**config.mk**
```make
export PLATFORM = sky130hd
export DESIGN_NAME = csr_reg_responder
export DESIGN_NICKNAME = d
export VERILOG_FILES = /design/src/rtl/csr_reg_responder.sv
export SDC_FILE = /design/constraint.sdc
export NUM_CORES = 1
export LEC_CHECK = 0
export CORE_ASPECT_RATIO = 0.6
export CORE_UTILIZATION = 44
export CTS_BUF_LIST = sky130_fd_sc_hd__clkbuf_4
export DETAILED_ROUTE_END_ITERATION = 8
export HOLD_SLACK_MARGIN = 0.1
export PLACE_DENSITY = 0.85
export SLEW_MARGIN = 25
export SYNTH_ARGS = -nofsm -noshare
export SYNTH_HDL_FRONTEND = slang
export SYNTH_SLANG_ARGS = --single-unit
export TNS_END_PERCENT = 20
```
**constraint.sdc**
```tcl
create_clock -name clk_i -period 11 [get_ports clk_i]
set_input_delay 2.2 -clock clk_i [delete_from_list [all_inputs] [get_ports clk_i]]
set_output_delay 2.2 -clock clk_i [all_outputs]
set_load 0.01 [all_outputs]
```
**src/rtl/csr_reg_responder.sv**
```systemverilog
// rtl/csr_reg_responder.sv - HyperCoreX CSR register file with a registered request/response port.
// Optional: define CSR_ADDR_ERR_EN to add csr_rsp_err_o (out-of-range address or write to RO reg 7/8).
module csr_reg_responder #(
  parameter int CsrDataWidth     = 32,
  parameter int CsrAddrWidth     = 32,
  parameter int InstMemAddrWidth = 8
) (
  input  logic                        clk_i,
  input  logic                        rst_i,
  input  logic [CsrAddrWidth-1:0]     csr_req_addr_i,
  input  logic [CsrDataWidth-1:0]     csr_req_data_i,
  input  logic                        csr_req_write_i,
  input  logic                        csr_req_valid_i,
  output logic                        csr_req_ready_o,
  output logic [CsrDataWidth-1:0]     csr_rsp_data_o,
  output logic                        csr_rsp_valid_o,
  input  logic                        csr_rsp_ready_i,
  input  logic                        core_busy_i,
  input  logic [7:0]                  am_predict_i,
  input  logic                        am_predict_valid_i,
  input  logic [InstMemAddrWidth-1:0] inst_pc_i,
  input  logic [CsrDataWidth-1:0]     inst_at_addr_i,
  output logic                        start_core_o,
  output logic                        core_clr_o,
  output logic                        inst_clr_o,
  output logic                        seq_test_o,
  output logic [1:0]                  ima_mux_o,
  output logic                        imb_mux_o,
  output logic [CsrDataWidth-1:0]     am_num_predict_o,
  output logic                        inst_wr_mode_o,
  output logic                        inst_dbg_mode_o,
  output logic [InstMemAddrWidth-1:0] inst_wr_addr_o,
  output logic [CsrDataWidth-1:0]     inst_wr_data_o,
  output logic                        inst_wr_en_o,
  output logic [InstMemAddrWidth-1:0] inst_rddbg_addr_o,
  output logic [1:0]                  loop_mode_o,
  output logic [23:0]                 loop_jump_o,
  output logic [23:0]                 loop_end_o,
  output logic [23:0]                 loop_count_o,
  output logic [CsrDataWidth-1:0]     slice_mode_o,
  output logic [CsrDataWidth-1:0]     slice_num_elem_o,
  output logic [CsrDataWidth-1:0]     observable_o
`ifdef CSR_ADDR_ERR_EN
  ,
  output logic                        csr_rsp_err_o
`endif
);

  logic                        r_rsp_valid;
  logic [CsrDataWidth-1:0]     r_rsp_data;
  logic                        r_start;
  logic                        r_core_clr;
  logic                        r_inst_clr;
  logic                        r_inst_wr_en;
  logic                        r_seq_test;
  logic [1:0]                  r_ima_mux;
  logic                        r_imb_mux;
  logic [CsrDataWidth-1:0]     r_am_num_predict;
  logic [7:0]                  r_am_data;
  logic                        r_am_flag;
  logic                        r_inst_wr_mode;
  logic                        r_inst_dbg_mode;
  logic [InstMemAddrWidth-1:0] r_inst_wr_addr;
  logic [CsrDataWidth-1:0]     r_inst_wr_data;
  logic [InstMemAddrWidth-1:0] r_inst_rddbg_addr;
  logic [1:0]                  r_loop_mode;
  logic [23:0]                 r_loop_jump;
  logic [23:0]                 r_loop_end;
  logic [23:0]                 r_loop_count;
  logic [CsrDataWidth-1:0]     r_slice_mode;
  logic [CsrDataWidth-1:0]     r_slice_num_elem;
  logic [CsrDataWidth-1:0]     r_observable;

  logic                        w_accept;
  logic                        w_in_range;
  logic                        w_wr;
  logic                        w_rd;
  logic [3:0]                  w_idx;
  logic [15:0]                 w_we;
  logic [CsrDataWidth-1:0]     w_rdata;

  // A new request may enter in the same cycle the previous response is consumed.
  assign csr_req_ready_o = ~r_rsp_valid | csr_rsp_ready_i;
  assign w_accept        = csr_req_valid_i & csr_req_ready_o;
  assign w_in_range      = ~|csr_req_addr_i[CsrAddrWidth-1:4];
  assign w_idx           = csr_req_addr_i[3:0];
  assign w_wr            = w_accept & csr_req_write_i & w_in_range;
  assign w_rd            = w_accept & ~csr_req_write_i & w_in_range;
  assign w_we            = w_wr ? (16'h0001 << w_idx) : 16'h0000;

  always_comb begin
    w_rdata = '0;
    case (w_idx)
      4'd0:    w_rdata = CsrDataWidth'({r_imb_mux, r_ima_mux, r_seq_test, core_busy_i, 1'b0});
      4'd1:    w_rdata = r_am_num_predict;
      4'd2:    w_rdata = CsrDataWidth'({r_am_flag, r_am_data});
      4'd3:    w_rdata = CsrDataWidth'({r_inst_dbg_mode, r_inst_wr_mode});
      4'd4:    w_rdata = CsrDataWidth'(r_inst_wr_addr);
      4'd5:    w_rdata = r_inst_wr_data;
      4'd6:    w_rdata = CsrDataWidth'(r_inst_rddbg_addr);
      4'd7:    w_rdata = CsrDataWidth'(inst_pc_i);
      4'd8:    w_rdata = inst_at_addr_i;
      4'd9:    w_rdata = CsrDataWidth'(r_loop_mode);
      4'd10:   w_rdata = CsrDataWidth'(r_loop_jump);
      4'd11:   w_rdata = CsrDataWidth'(r_loop_end);
      4'd12:   w_rdata = CsrDataWidth'(r_loop_count);
      4'd13:   w_rdata = r_slice_mode;
      4'd14:   w_rdata = r_slice_num_elem;
      4'd15:   w_rdata = r_observable;
      default: w_rdata = '0;
    endcase
  end

  always_ff @(posedge clk_i or posedge rst_i) begin
    if (rst_i) begin
      r_rsp_valid       <= 1'b0;
      r_rsp_data        <= '0;
      r_start           <= 1'b0;
      r_core_clr        <= 1'b0;
      r_inst_clr        <= 1'b0;
      r_inst_wr_en      <= 1'b0;
      r_seq_test        <= 1'b0;
      r_ima_mux         <= 2'b00;
      r_imb_mux         <= 1'b0;
      r_am_num_predict  <= '0;
      r_am_data         <= 8'h00;
      r_am_flag         <= 1'b0;
      r_inst_wr_mode    <= 1'b0;
      r_inst_dbg_mode   <= 1'b0;
      r_inst_wr_addr    <= '0;
      r_inst_wr_data    <= '0;
      r_inst_rddbg_addr <= '0;
      r_loop_mode       <= 2'b00;
      r_loop_jump       <= 24'h0;
      r_loop_end        <= 24'h0;
      r_loop_count      <= 24'h0;
      r_slice_mode      <= '0;
      r_slice_num_elem  <= '0;
      r_observable      <= '0;
    end else begin
      if (w_accept) begin
        r_rsp_valid <= 1'b1;
        r_rsp_data  <= w_rd ? w_rdata : '0;
      end else if (csr_rsp_ready_i) begin
        r_rsp_valid <= 1'b0;
        r_rsp_data  <= '0;
      end

      r_start      <= w_we[0] & csr_req_data_i[0] & ~core_busy_i;
      r_core_clr   <= w_we[0] & csr_req_data_i[6];
      r_inst_clr   <= w_we[3] & csr_req_data_i[2];
      r_inst_wr_en <= w_we[5] & r_inst_wr_mode;

      // The address advances the cycle after each enabled write; explicit loads win.
      if (w_we[4]) begin
        r_inst_wr_addr <= csr_req_data_i[InstMemAddrWidth-1:0];
      end else if (w_we[3] & csr_req_data_i[2]) begin
        r_inst_wr_addr <= '0;
      end else if (r_inst_wr_en) begin
        r_inst_wr_addr <= r_inst_wr_addr + 1'b1;
      end

      if (am_predict_valid_i) begin
        r_am_data <= am_predict_i;
        r_am_flag <= 1'b1;
      end else if (w_rd && w_idx == 4'd2) begin
        r_am_flag <= 1'b0;
      end

      if (w_we[0]) begin
        r_seq_test <= csr_req_data_i[2];
        r_ima_mux  <= csr_req_data_i[4:3];
        r_imb_mux  <= csr_req_data_i[5];
      end
      if (w_we[1]) r_am_num_predict <= csr_req_data_i;
      if (w_we[3]) begin
        r_inst_wr_mode  <= csr_req_data_i[0];
        r_inst_dbg_mode <= csr_req_data_i[1];
      end
      if (w_we[5])  r_inst_wr_data    <= csr_req_data_i;
      if (w_we[6])  r_inst_rddbg_addr <= csr_req_data_i[InstMemAddrWidth-1:0];
      if (w_we[9])  r_loop_mode       <= csr_req_data_i[1:0];
      if (w_we[10]) r_loop_jump       <= csr_req_data_i[23:0];
      if (w_we[11]) r_loop_end        <= csr_req_data_i[23:0];
      if (w_we[12]) r_loop_count      <= csr_req_data_i[23:0];
      if (w_we[13]) r_slice_mode      <= csr_req_data_i;
      if (w_we[14]) r_slice_num_elem  <= csr_req_data_i;
      if (w_we[15]) r_observable      <= csr_req_data_i;
    end
  end

`ifdef CSR_ADDR_ERR_EN
  logic r_rsp_err;
  logic w_err;

  assign w_err = ~w_in_range | (csr_req_write_i & ((w_idx == 4'd7) | (w_idx == 4'd8)));

  always_ff @(posedge clk_i or posedge rst_i) begin
    if (rst_i) begin
      r_rsp_err <= 1'b0;
    end else if (w_accept) begin
      r_rsp_err <= w_err;
    end else if (csr_rsp_ready_i) begin
      r_rsp_err <= 1'b0;
    end
  end

  assign csr_rsp_err_o = r_rsp_err;
`endif

  assign csr_rsp_valid_o   = r_rsp_valid;
  assign csr_rsp_data_o    = r_rsp_data;
  assign start_core_o      = r_start;
  assign core_clr_o        = r_core_clr;
  assign inst_clr_o        = r_inst_clr;
  assign seq_test_o        = r_seq_test;
  assign ima_mux_o         = r_ima_mux;
  assign imb_mux_o         = r_imb_mux;
  assign am_num_predict_o  = r_am_num_predict;
  assign inst_wr_mode_o    = r_inst_wr_mode;
  assign inst_dbg_mode_o   = r_inst_dbg_mode;
  assign inst_wr_addr_o    = r_inst_wr_addr;
  assign inst_wr_data_o    = r_inst_wr_data;
  assign inst_wr_en_o      = r_inst_wr_en;
  assign inst_rddbg_addr_o = r_inst_rddbg_addr;
  assign loop_mode_o       = r_loop_mode;
  assign loop_jump_o       = r_loop_jump;
  assign loop_end_o        = r_loop_end;
  assign loop_count_o      = r_loop_count;
  assign slice_mode_o      = r_slice_mode;
  assign slice_num_elem_o  = r_slice_num_elem;
  assign observable_o      = r_observable;

endmodule

```
After elaboration in Yosys (flattened, before gate mapping)
Cells that the tools add are included.
{"block": "op_classes", "muxes": 12, "shift": 1, "reduce_logical": 7, "n_eq_ne": 15, "n_bitwise": 14, "addsub": 1}
{"cell": "case mux 32 bit (16 select lines)", "count": 1}
{"cell": "two-way mux 32 bit", "count": 3}
{"cell": "equality test 4 bit, second input constant", "count": 8}
{"cell": "OR reduction 28 bit", "count": 1}
{"cell": "two-way mux 8 bit", "count": 3}
{"cell": "equality test 4 x 3 -> 1 bit, second input constant", "count": 4}
{"cell": "two-way mux 16 bit", "count": 1}
{"cell": "left shift 1 x 4 -> 16 bit, first input constant", "count": 1}
{"cell": "bitwise AND 1 bit", "count": 10}
{"cell": "adder 8 x 1 -> 8 bit, second input constant", "count": 1}
{"cell": "equality test 4 x 2 -> 1 bit, second input constant", "count": 2}
{"cell": "equality test 4 x 1 -> 1 bit, second input constant", "count": 1}
{"cell": "logical NOT 4 bit", "count": 1}
{"cell": "two-way mux 1 bit", "count": 4}
{"cell": "nonzero test 2 bit", "count": 2}
{"cell": "inverter 1 bit", "count": 3}
{"cell": "nonzero test 3 bit", "count": 1}
{"cell": "logical AND 1 bit", "count": 1}
{"cell": "logical NOT 1 bit", "count": 1}
{"cell": "OR 1 bit", "count": 1}
{"block": "totals", "reg_bits": 302, "elab_cells": 74, "out_inout_bits": 294, "input_bits": 119}

Logic depth before layout (Yosys ltp)
Gate-level depths: netlist of the first run.
{"block": "depth", "depth_word": 9, "mapped_depth": 8}

Least setup slack after synthesis of the first run
No wires, ideal clock.
{"block": "synth_path", "path_kind": "input -> output", "startpoint": "input port csr_rsp_ready_i", "endpoint": "output port csr_req_ready_o", "t_arrival_ps": 2384, "path_slack_ps": 6416, "required_time_ps": 8800, "cell_stages": 1, "cell_sequence": "nand2b_1"}
{"block": "synth_between", "elab_chain_cells": 1}
{"element": "start: declaration", "line": "17", "text": "input logic csr_rsp_ready_i,"}
{"element": "OR 1 bit", "line": "83", "text": "assign csr_req_ready_o = ~r_rsp_valid | csr_rsp_ready_i;"}
{"element": "end: declaration", "line": "14", "text": "output logic csr_req_ready_o,"}
No other way between the ends.

Worst setup path in the final report of the first run
Same ends and word-level chain as after synthesis.

==> results.md, run 1 <==
- Status: finished, final reports clean
- Sequential area share after synthesis: 0.555
- Routed len/inst: 27.1 µm
- Initial antenna violation count: 2
- Total Routing Usage GR: 0.328
- Crit. Startpoint: csr_rsp_ready_i
- Layout Area Growth over Synthesis: 39.4%
- IO buf count: approximately 410
- Commonest register cell after synthesis: dfrtp_1
- Mapped Area: 0.0136 mm²
- Setup Viol. Count Final: 0
- R2R depth: 7
- Synth top area share: 0.555
- Met2 GRT Util: 0.482
- Number of synthesized flops with an enable pin: 0
- Synthesized Nets: 1,184
- CTS resizes: 0
- Core ar.: ~0.030 mm²
- Worst reg2reg setup slack: 8.19 ns
- HP Class: reg -> reg
- Clk buf depth: 3
- Fin. Hold Viols: 0
- Most common cell after layout, fill and taps aside: clkdlybuf4s50_1
- Initial DRC Count: around 1.5k
- Worst min-delay path endpoint: r_am_flag$_DFFE_PP0P_
- Post-synth ARST share: 1.00
- Max-cap violations: 0
- PD cells: 113 mW/mm²
- 1st-pass router iterations: 7
- Routed WL: roughly 52,000 µm
- Most frequent cells in the layout: clkdlybuf4s50_1, dfrtp_1, mux2_2
- Crit Path Max Fanout: 3
- Worst skew pair latency: about 0.76 ns
- Layout cells sized above 1: 0.256
- TritonCTS clock tree: yes
- Met3 Track Usage GR: 0.124
- Clock transition at the registers of the reported paths: around 0.080 ns
- Fin cells: between 1.5k and 2k
- DP HPWL: 35,300 µm
- Post-CTS Setup Inserts: 0
- RSZ-0062 raised after global routing: false
- Vias in the first global route: roughly 12k
- Worst Hold Launch: r_am_flag$_DFFE_PP0P_
- Netlist cell types: 56
- Grt ovf: 0
- Minimum clock period: 5.64 ns
- Die width: 229 µm
- Relative slew slack: 0.329
- H-tree lvl count: 3
- Clk_skew: 0.0390 ns
- Die Ht: about 140 µm
- RePlAce Congestion: 0.979
- Setup TNS: 0 ns
- GRT busiest layer: met2
- Clock root buffer: clkbuf_4
- DRC Markers: 0
- Hold Path Stages: 1
- Worst VDD drop: between 0.07 and 0.08 mV
- Leak: 8.51 nW
- Reg2reg end: inst_wr_data_o[0]$_DFFE_PP0P_
- GR Util met1: 0.453
- Layout net count: 1,606
- WP data arrival: 3.44 ns
- Vias: 11.9k
- Placed Cells incl. Taps: 1,819
- Cell taking the most area after synthesis: dfrtp_1
- Antenna-violating nets left: 0
- Startpoint Class: primary input
- Largest net degree at the start of global routing: 154
- Initial core utilization: 0.451
- CTS Hold Buffers Added: 0
- Synthesized instance count: 1,064
- Post-synthesis register bit count: 302
- Tcrit/Tclk final: 0.512
- Average size of a mapped cell: 12.8 µm²
- First-pass GRT wire length: just under 80,000 µm
- Clock Sinks: about 300
- Die ar.: 0.0317 mm²
- CP required: slightly below 9 ns
- Crit path capture type: primary output
- Worst R2R Start: csr_rsp_valid_o$_DFFE_PP0P_
- Hold_ws: ~0.5 ns
- Worst slew pin tran: 1.01 ns
- Synth warn: 0
- Rows: 49
- FMAX: 0.177 GHz
- Vias per cell: 6.12
- Max Slew Vio Count: 0
- Crit path kind: in -> out
- Leading post-synthesis cells by cell area: dfrtp_1, mux2_2, a22oi_1
- Finished Core Util: 0.629
- Cts bufs inserted: 73
- Ports: 413
-- final cells by class --
| class | instances | area [µm²] |
|---|---|---|
| timing repair buffer | 431 | 4270 |
| sequential | 302 | 7560 |
| inverter | 9 | 46.3 |
| clock buffer | 97 | 728 |
| fill | 2301 | 11200 |
| clock inverter | 21 | 106 |
| antenna | 1 | 2.50 |
| multi-input combinational | 669 | 5750 |
| tap | 408 | 510 |
-- through the flow --
step	total power, mW	area (µm²)	setup slack (ns)
2_1_floorplan	1.19	13600	0.454
3_3_place_gp	1.28	18100	5.25
3_5_place_dp	1.28	18100	5.13
4_1_cts	2.16	18900	5.36
5_1_grt	2.23	19000	5.31
6_report	2.15	19000	5.36
-- cell usage after synthesis, drive strengths merged, types with 2 or more instances --
master / count
nor3: 4
and2: 3
inv: 9
clkbuf: 36
nor4b: 4
a2bb2oi: 3
nor4bb: 5
a32o: 4
nor2b: 11
nor3b: 4
and3: 8
a22o: 3
nand3b: 8
nor4: 5
a22oi: 79
buf: 48
nand3: 21
a222oi: 7
nand2: 70
xnor2: 4
nand2b: 4
o21ai: 36
a32oi: 5
and4: 2
and4b: 2
xor2: 3
nand4: 18
a221oi: 27
a21oi: 6
mux2: 262
mux2i: 4
o2bb2ai: 8
o22ai: 3
dfrtp: 302
a211oi: 2
nor2: 22
a31oi: 10
o2111ai: 2
-- registers in the layout, summed over array words and instances, names as in the netlist --
signal	cells
inst_rddbg_addr_o	8
csr_rsp_valid_o	1
loop_mode_o	2
r_am_data	8
seq_test_o	1
am_num_predict_o	32
observable_o	32
slice_num_elem_o	32
start_core_o	1
inst_wr_addr_o	8
inst_wr_en_o	1
loop_end_o	24
inst_dbg_mode_o	1
loop_jump_o	24
imb_mux_o	1
inst_wr_data_o	32
csr_rsp_data_o	32
core_clr_o	1
inst_wr_mode_o	1
slice_mode_o	32
inst_clr_o	1
ima_mux_o	2
loop_count_o	24
r_am_flag	1
-- per-layer routing --
| layer | vias to the layer above | wire [µm] |
|---|---|---|
| li1 | 4864 | - |
| met1 | 5980 | 21300 |
| met2 | 897 | 23100 |
| met3 | 120 | 6700 |
| met4 | 0 | 1320 |
| met5 | - | 0 |
-- power by group --
part	switching [mW]	total (mW)	internal [mW]
registers	0.00192	1.11	1.11
logic	0.0906	0.147	0.0563
clock network	0.460	0.891	0.431
-- how the worst max path moves through the flow --
stage,end,slack (ns),depth (start not counted)
after floorplan,am_num_predict_o[0]$_DFFE_PP0P_,0.45,1
after global placement,slice_num_elem_o[22]$_DFFE_PP0P_,5.25,5
final,csr_req_ready_o,5.36,3
after detailed placement,observable_o[5]$_DFFE_PP0P_,5.13,5
after CTS,csr_req_ready_o,5.36,3
after global routing,csr_req_ready_o,5.31,3
-- worst max-delay path, stage by stage --
cell and delay [ns]:
clkdlybuf4s50_1 0.53, nand2b_1 0.16, clkdlybuf4s50_1 0.54
-- kinds of logic after synthesis --
family                   Yosys count  synth area share
XOR/XNOR                           7           0.00451
multiplexers                     266             0.220
AND/OR/NAND/NOR                  194            0.0807
buffers and inverters             93            0.0297
adder cells (fa/ha/maj)            1          0.000919
flip-flops                       302             0.555
AO/OA/AOI/OAI                    201             0.109
(Power assumes the default switching activity.)
==> run 2: changes to the inputs <==
==> constraint.sdc (replaced) <==
create_clock -name clk_i -period 4.9 [get_ports clk_i]
set_input_delay 0.98 -clock clk_i [delete_from_list [all_inputs] [get_ports clk_i]]
set_output_delay 0.98 -clock clk_i [all_outputs]
set_load 0.01 [all_outputs]
==> results.md, run 2 (synthesis gave the netlist of run 1 again) <==
- Status: finished, final reports clean
- Clock transition at the registers of the reported paths: around 0.06 ns
- 1st-pass router iterations: 5
- Max-cap violations: 0
- HP Class: reg -> reg
- Clk_skew: 0.0279 ns
- Setup Viol. Count Final: 0
- Initial core utilization: 0.451
- Crit Path Max Fanout: 3
- WP data arrival: between 2 and 2.5 ns
- Rows: between 40 and 50
- Startpoint Class: primary input
- Post-CTS Setup Inserts: 0
- Layout Area Growth over Synthesis: 41.8%
- Vias in the first global route: 12.3k
- Dpl ws: 1.08 ns
- Worst Hold Launch: csr_rsp_data_o[16]$_DFFE_PP0P_
- Placed Cells incl. Taps: roughly 1.8k
- Clock Sinks: 302
- CP required: 3.92 ns
- H-tree lvl count: 3
- Worst skew pair latency: 0.73 ns
- Final Worst Setup Slack: 1.72 ns
- Layout cells sized above 1: 0.273
- Initial DRC Count: 1,173
- Core ar.: 0.0302 mm²
- Most used cell, CP: clkdlybuf4s50_1
- IO buf count: 412
- Placement Cell Area: 0.0183 mm²
- Worst R2R Start: csr_rsp_valid_o$_DFFE_PP0P_
- RePlAce Congestion: ~0.98
- CTS resizes: 0
- Clk buf depth: 3
- DP HPWL: 37,800 µm
- Ports: around 410
- R2R depth: 6
- Relative slew slack: 0.407
- PD cells: 263 mW/mm²
- Cts bufs inserted: 75
- TritonCTS clock tree: yes
- Routed len/inst: 27.4 µm
- Crit path buf inv count: 2
- First-pass GRT wire length: 79,400 µm
- Fin cells: around 2.0k
- Most frequent cells in the layout: clkdlybuf4s50_1, dfrtp_1, mux2_2
- Crit path kind: in -> out
- RSZ-0062 raised after global routing: false
- CTS Hold Buffers Added: 0
- Reg2reg end: loop_end_o[15]$_DFFE_PP0P_
- Grt ovf: 0
- Hold_ws: 0.486 ns
- Slowest stage delay, CP: 0.54 ns
- Initial antenna violation count: 2
- Worst min-delay path endpoint: csr_rsp_data_o[16]$_DFFE_PP0P_
- Crit-path cells: clkdlybuf4s50_1 > nand2b_1 > clkdlybuf4s50_1
- Layout net count: 1,633
- Most common cell after layout, fill and taps aside: clkdlybuf4s50_1
- CP max-delay cell: clkdlybuf4s50_1
- Leak: between 8 and 9 nW
- Crit path capture type: primary output
- Antenna-violating nets left: 0
- Largest net degree at the start of global routing: 91
- Hold Path Stages: 2
- Die Ht: 138 µm
- Clock root buffer: clkbuf_4
- Vias per cell: a little over 6
- Vias: 12.0k
- FMAX: around 0.31 GHz
- Kind of cell adding the most delay to the critical path: buffers and inverters
- Die width: 229 µm
- Die ar.: 0.0317 mm²
- Layout fillers: 2,301
- DRC Markers: 0
- Setup TNS: 0 ns
- Worst slew pin tran: 0.877 ns
- Worst VDD drop: 0.183 mV
- Routed WL: 54,000 µm
- Design area: 0.0193 mm²
- Tcrit/Tclk final: 0.649
- Fin. Hold Viols: 0
- Total Routing Usage GR: 0.337
- Minimum clock period: 3.18 ns
- Worst reg2reg setup slack: about 2.4 ns
- Max Slew Vio Count: 0
-- run 2: cell count changes in the layout (fill, tap and decap cells not counted), sizes merged --
| cell | change |
|---|---|
| buf | +24 |
| clkbuf | +6 |
| clkinv | -4 |
| bufinv | +3 |
| clkinvlp | +1 |
| inv | +1 |
-- run 2: layer usage --
layer  track usage  vias up  share of wire
met1         0.458     5987           0.41
met4         0.124        2          0.032
met3         0.115      140           0.12
met5             0        -        0.00024
met2         0.501      873           0.44
li1              -     4949              -
-- run 2: final cells by class --
| class | count | area, µm² | share of cell area |
|---|---|---|---|
| Sequential cell | 302 | 7560 | 0.392 |
| Tap cell | 408 | 510 | 0.0265 |
| Antenna cell | 1 | 2.50 | 0.000130 |
| Clock inverter | 22 | 190 | 0.00986 |
| Clock buffer | 102 | 766 | 0.0397 |
| Timing Repair Buffer | 456 | 4500 | 0.233 |
| Inverter | 9 | 37.5 | 0.00195 |
| Multi-Input combinational cell | 669 | 5720 | 0.297 |
-- run 2: worst reg2reg max path, delay by kind of cell, from the launching register on --
kind | cells | cell delay [ns]
and+or+nand+nor | 4 | 1.27
muxes | 1 | 0.47
DFF | 1 | 0.39
buffers and inverters | 1 | 0.27
-- run 2: worst max-delay path by stage --
stage	start	endpoint	depth (start not counted)
4_1_cts	csr_rsp_ready_i	csr_req_ready_o	3
6_report	csr_rsp_ready_i	csr_req_ready_o	3
3_3_place_gp	csr_req_valid_i	loop_end_o[0]$_DFFE_PP0P_	7
3_5_place_dp	csr_req_valid_i	loop_end_o[0]$_DFFE_PP0P_	7
5_1_grt	csr_rsp_ready_i	csr_req_ready_o	3
2_1_floorplan	rst_i	am_num_predict_o[0]$_DFFE_PP0P_	1
-- run 2: power breakdown --
group / internal [mW] / total [mW] / switching, mW
combinational: 0.136 / 0.347 / 0.211
sequential: 2.50 / 2.50 / 0.00423
clock: 1.17 / 2.22 / 1.05
total: 3.81 / 5.07 / 1.27
-- run 2: per-stage QoR --
| stage | power (mW) | util |
|---|---|---|
| floorplan | 2.68 | - |
| global placement | 2.88 | 0.607 |
| detailed placement | 2.89 | 0.608 |
| CTS | 5.09 | 0.639 |
| global route | 5.25 | 0.639 |
| finish | 5.07 | 0.639 |
